==> src/rtl/cmp_arbiter_pkg.sv <==
// Shared processor definitions: operand width, compare opcode encoding and
// the result-register state type used by cmp_arbiter.
package cmp_arbiter_pkg;

    localparam int unsigned DATA_W = 32;
    localparam int unsigned OP_W   = 3;

    typedef enum logic [OP_W-1:0] {
        OpEq  = 3'b000,
        OpNe  = 3'b001,
        OpLt  = 3'b010,
        OpGe  = 3'b011,
        OpLtu = 3'b100,
        OpGeu = 3'b101,
        OpGt  = 3'b110,
        OpGtu = 3'b111
    } cmp_op_e;

    typedef enum logic {
        StEmpty,
        StFull
    } rsp_state_e;

endpackage

==> src/rtl/cmp_arbiter_cmp.sv <==
// 32-bit magnitude comparator: signed greater-than, unsigned greater-than
// and equality of a against b, purely combinational.
module cmp_arbiter_cmp
    import cmp_arbiter_pkg::*;
(
    input  logic [DATA_W-1:0] a,
    input  logic [DATA_W-1:0] b,
    output logic              gt_s,
    output logic              gt_u,
    output logic              eq
);

    always_comb begin
        eq   = (a == b);
        gt_u = (a > b);
        gt_s = ($signed(a) > $signed(b));
    end

endmodule

==> src/rtl/cmp_arbiter.sv <==
// Two-requester arbiter in front of one shared comparator with a single
// registered result slot. Define CMP_ARB_RR_EN for round-robin arbitration.
module cmp_arbiter #(
    parameter int unsigned DATA_W = 32
) (
    input  logic                             clk,
    input  logic                             rst,
    input  logic                             req0_valid,
    output logic                             req0_ready,
    input  logic [cmp_arbiter_pkg::OP_W-1:0] req0_op,
    input  logic [DATA_W-1:0]                req0_a,
    input  logic [DATA_W-1:0]                req0_b,
    input  logic                             req1_valid,
    output logic                             req1_ready,
    input  logic [cmp_arbiter_pkg::OP_W-1:0] req1_op,
    input  logic [DATA_W-1:0]                req1_a,
    input  logic [DATA_W-1:0]                req1_b,
    output logic                             rsp_valid,
    input  logic                             rsp_ready,
    output logic                             rsp_id,
    output logic                             rsp_result
);
    import cmp_arbiter_pkg::*;

    rsp_state_e  state_q, state_d;
    logic        id_q, id_d;
    logic        result_q, result_d;
    logic [1:0]  grant;
    logic        can_accept;
    logic        accept;
    logic        sel;
    cmp_op_e     op_sel;
    logic [DATA_W-1:0] a_sel, b_sel;
    logic        gt_s, gt_u, eq;
    logic        cmp_out;

`ifdef CMP_ARB_RR_EN
    logic last_q, last_d;
`endif

    always_comb begin
        grant = 2'b00;
        if (req0_valid && req1_valid) begin
`ifdef CMP_ARB_RR_EN
            // last_q names the requester served most recently; favour the other.
            grant = last_q ? 2'b01 : 2'b10;
`else
            grant = 2'b01;
`endif
        end else if (req0_valid) begin
            grant = 2'b01;
        end else if (req1_valid) begin
            grant = 2'b10;
        end
    end

    assign can_accept = (state_q == StEmpty) || rsp_ready;
    assign req0_ready = !rst && can_accept && grant[0];
    assign req1_ready = !rst && can_accept && grant[1];
    assign accept     = req0_ready || req1_ready;

    assign sel    = grant[1];
    assign op_sel = cmp_op_e'(sel ? req1_op : req0_op);
    assign a_sel  = sel ? req1_a : req0_a;
    assign b_sel  = sel ? req1_b : req0_b;

    cmp_arbiter_cmp u_cmp (
        .a    (a_sel),
        .b    (b_sel),
        .gt_s (gt_s),
        .gt_u (gt_u),
        .eq   (eq)
    );

    always_comb begin
        cmp_out = 1'b0;
        case (op_sel)
            OpEq:    cmp_out = eq;
            OpNe:    cmp_out = !eq;
            OpLt:    cmp_out = !gt_s && !eq;
            OpGe:    cmp_out = gt_s || eq;
            OpLtu:   cmp_out = !gt_u && !eq;
            OpGeu:   cmp_out = gt_u || eq;
            OpGt:    cmp_out = gt_s;
            OpGtu:   cmp_out = gt_u;
            default: cmp_out = 1'b0;
        endcase
    end

    always_comb begin
        state_d  = state_q;
        id_d     = id_q;
        result_d = result_q;
        unique case (state_q)
            StEmpty: if (accept) state_d = StFull;
            StFull:  if (rsp_ready && !accept) state_d = StEmpty;
            default: state_d = StEmpty;
        endcase
        if (accept) begin
            id_d     = sel;
            result_d = cmp_out;
        end
    end

`ifdef CMP_ARB_RR_EN
    always_comb begin
        last_d = last_q;
        if (accept) last_d = sel;
    end
`endif

    always_ff @(posedge clk) begin
        if (rst) begin
            state_q  <= StEmpty;
            id_q     <= 1'b0;
            result_q <= 1'b0;
`ifdef CMP_ARB_RR_EN
            last_q   <= 1'b1;
`endif
        end else begin
            state_q  <= state_d;
            id_q     <= id_d;
            result_q <= result_d;
`ifdef CMP_ARB_RR_EN
            last_q   <= last_d;
`endif
        end
    end

    assign rsp_valid  = (state_q == StFull);
    assign rsp_id     = id_q;
    assign rsp_result = result_q;

endmodule

==> config.mk <==
export PLATFORM = sky130hd
export DESIGN_NAME = cmp_arbiter
export DESIGN_NICKNAME = d
export VERILOG_FILES = /design/src/rtl/cmp_arbiter_pkg.sv /design/src/rtl/cmp_arbiter_cmp.sv /design/src/rtl/cmp_arbiter.sv
export SDC_FILE = /design/constraint.sdc
export NUM_CORES = 1
export LEC_CHECK = 0
export CELL_PAD_IN_SITES_DETAIL_PLACEMENT = 0
export CELL_PAD_IN_SITES_GLOBAL_PLACEMENT = 2
export CORE_ASPECT_RATIO = 0.7
export CORE_MARGIN = 2
export CORE_UTILIZATION = 16
export CTS_BUF_LIST = sky130_fd_sc_hd__clkbuf_4 sky130_fd_sc_hd__clkbuf_8 sky130_fd_sc_hd__clkbuf_16
export DETAILED_ROUTE_END_ITERATION = 8
export PLACE_DENSITY_LB_ADDON = 0.1
export SLEW_MARGIN = 5
export SYNTH_ARGS = -nofsm -noshare
export SYNTH_HDL_FRONTEND = slang
export SYNTH_SLANG_ARGS = --single-unit
==> constraint.sdc <==
create_clock -name clk -period 5.2 [get_ports clk]
set_input_delay 0.52 -clock clk [delete_from_list [all_inputs] [get_ports clk]]
set_output_delay 0.52 -clock clk [all_outputs]
set_load 0.01 [all_outputs]
# ---- Yosys cells after proc, flatten, opt, wreduce, memory -nomap -nowiden
# Cells that the tools add are included.
dict set report totals {
  regBits 3
  latch_bits 0
  ramBits 0
  rom_bits 0
  input_bits 139
  out_inout_bits 5
  wordCells 41
  memories 0
}
dict set report op_classes {
  addsub 0
  n_mul 0
  n_div 0
  n_lt_le_gt_ge 2
  eq_ne 8
  shifts 0
  muxes 10
  n_bitwise 1
  reduce_logical 17
}
# cell n
set op_table {}
lappend op_table {{$gt 32x32->1} 2}
lappend op_table {{$mux 32} 2}
lappend op_table {{$eq 32x32->1} 1}
lappend op_table {{$eq 3x3->1 const B} 4}
lappend op_table {{$pmux 1 s8} 1}
lappend op_table {{$logic_and 1x1->1} 7}
lappend op_table {{$eq 3x2->1 const B} 2}
lappend op_table {{$mux 2} 3}
lappend op_table {{$logic_not 1->1} 5}
lappend op_table {{$logic_or 1x1->1} 4}
lappend op_table {{$eq 3x1->1 const B} 1}
lappend op_table {{$logic_not 3->1} 1}
lappend op_table {{$mux 3} 1}
lappend op_table {{$mux 1} 2}
lappend op_table {{$pmux 1 s2} 1}
lappend op_table {{$not 1->1} 1}

# ---- Longest topological paths before layout
# Gate-level depths: netlist of the first run.
dict set report logic_depth {
  ltp_word 9
  mapped_depth 14
  depth_no_buf 11
}

# ---- Modules after synthesis
# From an unflattened synthesis of the first run, not the netlist that was laid out.
dict set report hier_totals {
  hier_cells 228
  area_unflattened_um2 1943.1
}
# module n_inst cells_each area_each_um2 seq_area_each_um2
set by_module_without_submodules {}
lappend by_module_without_submodules {cmp_arbiter 1 110 1097.3 60.1}
lappend by_module_without_submodules {cmp_arbiter_cmp 1 118 845.8 0.0}

# ---- Worst setup path after synthesis of the first run
# Ideal clock, no wire load.
dict set report synth_timing {
  kind {input to register}
  startpoint {in req0_valid}
  endpoint {reg result_q, in the netlist rsp_result}
  setup_ps 124
  t_arrival_ps 3665
  required_time_ps 5076
  slack_ps 1411
  cell_stages 14
  n_path_buf 3
  path_cell_list {nand2b_1 > clkbuf_1 > clkbuf_1 > buf_1 > mux2_2 > ha_1 > a21oi_2 > nand2_1 > a221o_1 > or3_1 > a21oi_2 > xnor2_1 > mux2i_1 > o32ai_1}
}
dict set report synth_via {
  elab_chain_len 7
  word_cells_on_any_way 28
  cone_classes {order compare (2); eq/ne (8); mux (6); reduce/logical (12)}
}
# element line_no
set synth_lines {}
lappend synth_lines {{start, declared} cmp_arbiter.sv:8} ;# input logic req0_valid,
lappend synth_lines {{$mux 2 or $logic_and 1x1->1 (tied branches)} {cmp_arbiter.sv:50, cmp_arbiter.sv:43}}
lappend synth_lines {{$mux 2 (*)} cmp_arbiter.sv:43} ;# if (req0_valid && req1_valid) begin
lappend synth_lines {{$mux 32 (on tied branches)} {cmp_arbiter.sv:64, cmp_arbiter.sv:65}}
lappend synth_lines {{$gt 32x32->1, or another cell as far along} cmp_arbiter_cmp.sv:15} ;# gt_u = (a > b);
lappend synth_lines {{$logic_not 1->1 (on tied branches)} {cmp_arbiter.sv:82, cmp_arbiter.sv:79, cmp_arbiter.sv:80}}
lappend synth_lines {{$logic_and 1x1->1 (on tied branches)} {cmp_arbiter.sv:82, cmp_arbiter.sv:80}}
lappend synth_lines {{$pmux 1 s8} cmp_arbiter.sv:77} ;# case (op_sel)
lappend synth_lines {{end signal, assigned} cmp_arbiter.sv:123} ;# result_q <= result_d;
lappend synth_lines {{end, declared} cmp_arbiter.sv:27} ;# logic result_q, result_d;
# Every way passes the cells marked *; elsewhere a longest branch is shown, timed or not.
# A chain may end at the register's enable or synchronous reset.

# ---- Final worst setup path of the first run
# Ends and elaborated chain as after synthesis.

==> run metrics, run 1 <==
status completed; vias in the first global route 1,977; Worst Hold Depth 2; initial core utilization 0.167; Synth Instances 184; Cell Pwr Density 126 mW/mm2; Max VDD drop 0.0000750 V; most common cell in the synthesized netlist mux2i_1; Slew Viols, Final 0; initial antenna violation count 0; Syn Nets 355; ANT nets after route 0; Final period util 0.747; RR Endpoint rsp_result; Post-Route Skew 0.367 ps; Yosys cell types 34; global-route wire length before repair 9570 um; CTS resizes 0; Hold Buf Count CTS 0; Area growth, synth to finish 102%; Synth top cells by count mux2i_1, mux2_2, ha_1; Reg2Reg Depth 7; WS Path Type input pin to flip-flop; Setup violations, final 0; htree depth 1; Hold Crit Class flip-flop to flip-flop; layout cells sized above 1 0.138; grt total ovfl 0; hold path endpoint rsp_id; worst-path fanout max 22; Yosys top cell area share 0.242; WP data required 5300 ps; Synth Warn # 0; CTS Buf Count 3; Worst R2R Setup Slack 3600 ps; overall power 0.000421 W; routed vias/inst 4.20; cell taking the most area after synthesis ha_1; routed len/inst 13.7 um; fillcell total 1,019; Hold Fails Final Rpt 0; Sink Count 3; asr flop ratio synth 0; Syn Area/Cell 8.98 um2; Setup Buffers After CTS 0; nets 498; Final GP Congestion 0.663; f_max 257 MHz; reg2reg start rsp_valid; sequential share of the synthesized area 0.0364; critical path launch point type input pin; Die ar. 0.0112 mm2; Area contributors post-synth ha_1, mux2_2, mux2i_1; largest net degree at the start of global routing 27; Seq cells post-synth 3; Port Buf Inserts 143; Reg clk slew, reported paths 30 ps; Worst Min Path Start rsp_id; CTS tree done; Post-synth EDFFs 0; Post-Route WL 6220 um; DR pass1 iterations 4; DR vias 1,909; slew margin rel. 0.674; register area 60.1 um2; Leak 1.46 nW; Root Buffer Master clkbuf_16; RSZ-0062 raised after global routing false; max_cap viols 0; gr usage total 0.105; Die Y 89.0 um; Period minus WS final 3890 ps; Die Wd 125 um; Worst Tran Pin Value 475 ps; core area 0.00987 mm2; num rows 30; DR iter-0 viols 48; critical path arrival 3990 ps; number of diodes 0; HPWL Detailed 5600 um; Critical Path End Type flip-flop; Setup TNS Final 0 ps; Synth Flop Type dfxtp_1; latest clock arrival within the worst-skew pair 220 ps; I/O pins 144; area of the multi-input gates 0.00156 mm2; synthesized area 0.00165 mm2; Post-route DRC 0; largest buffer count on any clock path 2
[worst max path at each step]
stage               start    endpoint  slack, ps  depth (start not counted)
4_1_cts        req0_valid  rsp_result       1270                         12
5_1_grt        req0_valid  rsp_result       1030                         12
6_report       req0_valid  rsp_result       1310                         13
2_1_floorplan  req0_valid  rsp_result       1410                         14
3_3_place_gp   req0_valid  rsp_result       1140                         12
3_5_place_dp   req0_valid  rsp_result       1040                         12
[per-layer routing]
layer,global-route usage,vias to the layer above,part of all wire
met5,0,-,0
met4,0.0121,0,0.0023
met2,0.195,56,0.50
met3,0.00958,2,0.036
met1,0.138,849,0.46
li1,-,1002,-
[sequential cells by signal, indices dropped and copies added (netlist names)]
name,cells
rsp_id,1
rsp_result,1
rsp_valid,1
[final cells by class]
cell class | instances | share of cell area
multi-input cells | 172 | 0.468
clock buffers | 4 | 0.0248
well taps | 128 | 0.0480
flip-flops and latches | 3 | 0.0180
repair buffers | 146 | 0.440
inverters | 1 | 0.00113
[cells by family after synthesis]
kind of cell,share of synthesized area
fa+ha+maj,0.242
mux,0.437
simple gates,0.130
xor+xnor,0.0106
buf+inv,0.0220
compound gates,0.122
flops,0.0364
[per-stage QoR]
step                       util  hold WS (ps)  area, um2  setup slack, ps  std cells
after global placement    0.330           461       3250             1140        450
final                     0.338           470       3340             1310        454
after global routing      0.338           501       3340             1030        454
after floorplan               -           489       1650             1410        184
after CTS                 0.338           473       3340             1270        454
after detailed placement  0.330           467       3250             1040        450
[cell usage in the layout, fill, tap and decap left out, types with 2 or more instances in the layout]
cell type        count
clkbuf_16            3
a21oi_2              2
and2_1               2
nand4_1              6
ha_1                32
buf_4                2
nor4_1               3
dfxtp_1              3
a21oi_1             12
mux2i_1             35
nor2_1               3
clkdlybuf4s50_1    143
a2111oi_0            2
a221oi_1             2
a21o_1               3
o21ai_0              5
nand3_1              3
mux2_2              33
nand2b_1             2
nor2b_1              3
nand2_1             11
[critical path, cell delays in order]
cell and delay [ps]:
clkdlybuf4s50_1 480, nand2b_4 350, buf_4 280, mux2_2 350, ha_1 330, a21oi_1 160, o21ai_0 140, a221o_1 310
or3_1 400, a21oi_2 210, xnor2_1 170, mux2i_1 210, o32ai_1 80
[where the power goes]
| group | switching (W) | leakage (nW) | internal, W | total [W] |
|---|---|---|---|---|
| logic | 0.0000950 | 1.39 | 0.000172 | 0.000267 |
| registers | 0.00000139 | 0.0249 | 0.0000259 | 0.0000273 |
| clock network | 0.0000205 | 0.0416 | 0.000106 | 0.000127 |
Power figures use the tool's default switching activity.
==> run 2: changes to the inputs <==
==> constraint.sdc (replaced) <==
create_clock -name clk -period 3.65 [get_ports clk]
set_input_delay 0.365 -clock clk [delete_from_list [all_inputs] [get_ports clk]]
set_output_delay 0.365 -clock clk [all_outputs]
set_load 0.01 [all_outputs]
==> run metrics, run 2 (same netlist as run 1, synthesis figures left out) <==
status completed; Hold Buf Count CTS 0; layout cells sized above 1 0.156; commonest non-fill, non-tap cell in the layout clkdlybuf4s50_1; Final period util 0.941; most frequent cells in the layout clkdlybuf4s50_1, mux2i_1, mux2_2; nets 505; Final GP Congestion 0.763; worst-path fanout max 15; Worst Tran Pin Value 520 ps; Leak 1.51 nW; WS Path Type input pin to flip-flop; global-route wire length before repair 9740 um; Period minus WS final 3430 ps; vias in the first global route 1,999; htree depth 1; Post-Route Skew 2.02 ps; Sink Count 3; core area 0.00987 mm2; HPWL Detailed 5670 um; Critical Path End Type flip-flop; Port Buf Inserts 143; routed vias/inst 4.18; grt total ovfl 0; reg2reg start rsp_valid; I/O pins 144; Reg clk slew, reported paths 30 ps; Root Buffer Master clkbuf_16; Post-route DRC 0; Setup Buffers After CTS 0; CTS Buf Count 3; DR iter-0 viols 30; Die Wd 125 um; Die ar. 0.0112 mm2; Area growth, synth to finish 107%; Setup violations, final 0; Max VDD drop 0.000100 V; latest clock arrival within the worst-skew pair 220 ps; Hold Fails Final Rpt 0; num rows 30; f_max 291 MHz; RSZ-0062 raised after global routing false; Post-Route WL 6220 um; RR Endpoint rsp_result; Post-Place Cells 457; Slew Viols, Final 0; routed len/inst 13.5 um; number of diodes 0; Worst R2R Setup Slack 2020 ps; DR pass1 iterations 4; Hold Crit Class flip-flop to flip-flop; WP data required 3750 ps; ANT nets after route 0; CTS tree done; largest buffer count on any clock path 2; Die Y 89.0 um; DR vias 1,925; critical path capture point rsp_result; Cell Pwr Density 179 mW/mm2; critical path launch point type input pin; gr usage total 0.108; largest net degree at the start of global routing 23; Reg2Reg Depth 7; critical path arrival 3530 ps; initial core utilization 0.167; initial antenna violation count 0; post-route insts no fill 461; CTS resizes 0; slew margin rel. 0.643; CP Launch Point req0_valid; Fin Hold WS 475 ps; max_cap viols 0
run 2: cell types whose count changed in the layout (fill, tap and decap cells not counted):
cell,before,now
buf_12,1,4
buf_4,2,6
run 2: how the worst min path moves through the flow:
stage,slack [ps],start,cells past startpoint,end
floorplan,430,rst,1,rsp_valid
global placement,460,rsp_id,2,rsp_id
detailed placement,480,rsp_id,2,rsp_id
CTS,480,rsp_id,2,rsp_id
global route,520,rsp_valid,2,rsp_valid
finish,480,rsp_id,2,rsp_id
run 2: report_power, final:
group          internal (W)  leakage [nW]  switching [W]
logic              0.000253          1.44       0.000137
clock network      0.000152        0.0416      0.0000306
registers         0.0000369        0.0249     0.00000233
total              0.000442          1.51       0.000170
run 2: per-layer routing:
metal  routed length [um]  part of all wire  vias to the layer above  global-route usage
li1                     -                 -                     1025                   -
met1                 2920              0.47                      843               0.143
met2                 2990              0.48                       53               0.194
met3                  255             0.041                        4              0.0102
met4                   53            0.0085                        0              0.0253
met5                    0                 0                        -                   0
run 2: area by class of cell:
class                   count  area [um2]
inverters                   1        3.75
well taps                 128         160
fillers                  1019        6450
clock buffers               4        82.6
repair buffers            153        1560
flip-flops and latches      3        60.1
multi-input cells         172        1560
run 2: critical path: stages:
cell and delay [ps]:
clkdlybuf4s50_1 490, nand2b_4 180, buf_12 160, buf_4 170, mux2_2 350, ha_1 190
a21oi_1 110, o21ai_0 130, a221o_1 310, or3_1 400, a21oi_2 210, xnor2_1 160
mux2i_1 210, o32ai_1 90
run 2: stage by stage:
| stage | instance area [um2] | utilization | setup WS [ps] | power (W) | setup TNS (ps) |
|---|---|---|---|---|---|
| 2_1_floorplan | 1650 | - | 15.6 | 0.000220 | 0 |
| 3_3_place_gp | 3340 | 0.339 | -14.5 | 0.000438 | -14.5 |
| 3_5_place_dp | 3340 | 0.339 | -55.6 | 0.000434 | -55.6 |
| 4_1_cts | 3430 | 0.347 | 174 | 0.000622 | 0 |
| 5_1_grt | 3430 | 0.347 | 4.76 | 0.000664 | 0 |
| 6_report | 3430 | 0.347 | 216 | 0.000612 | 0 |
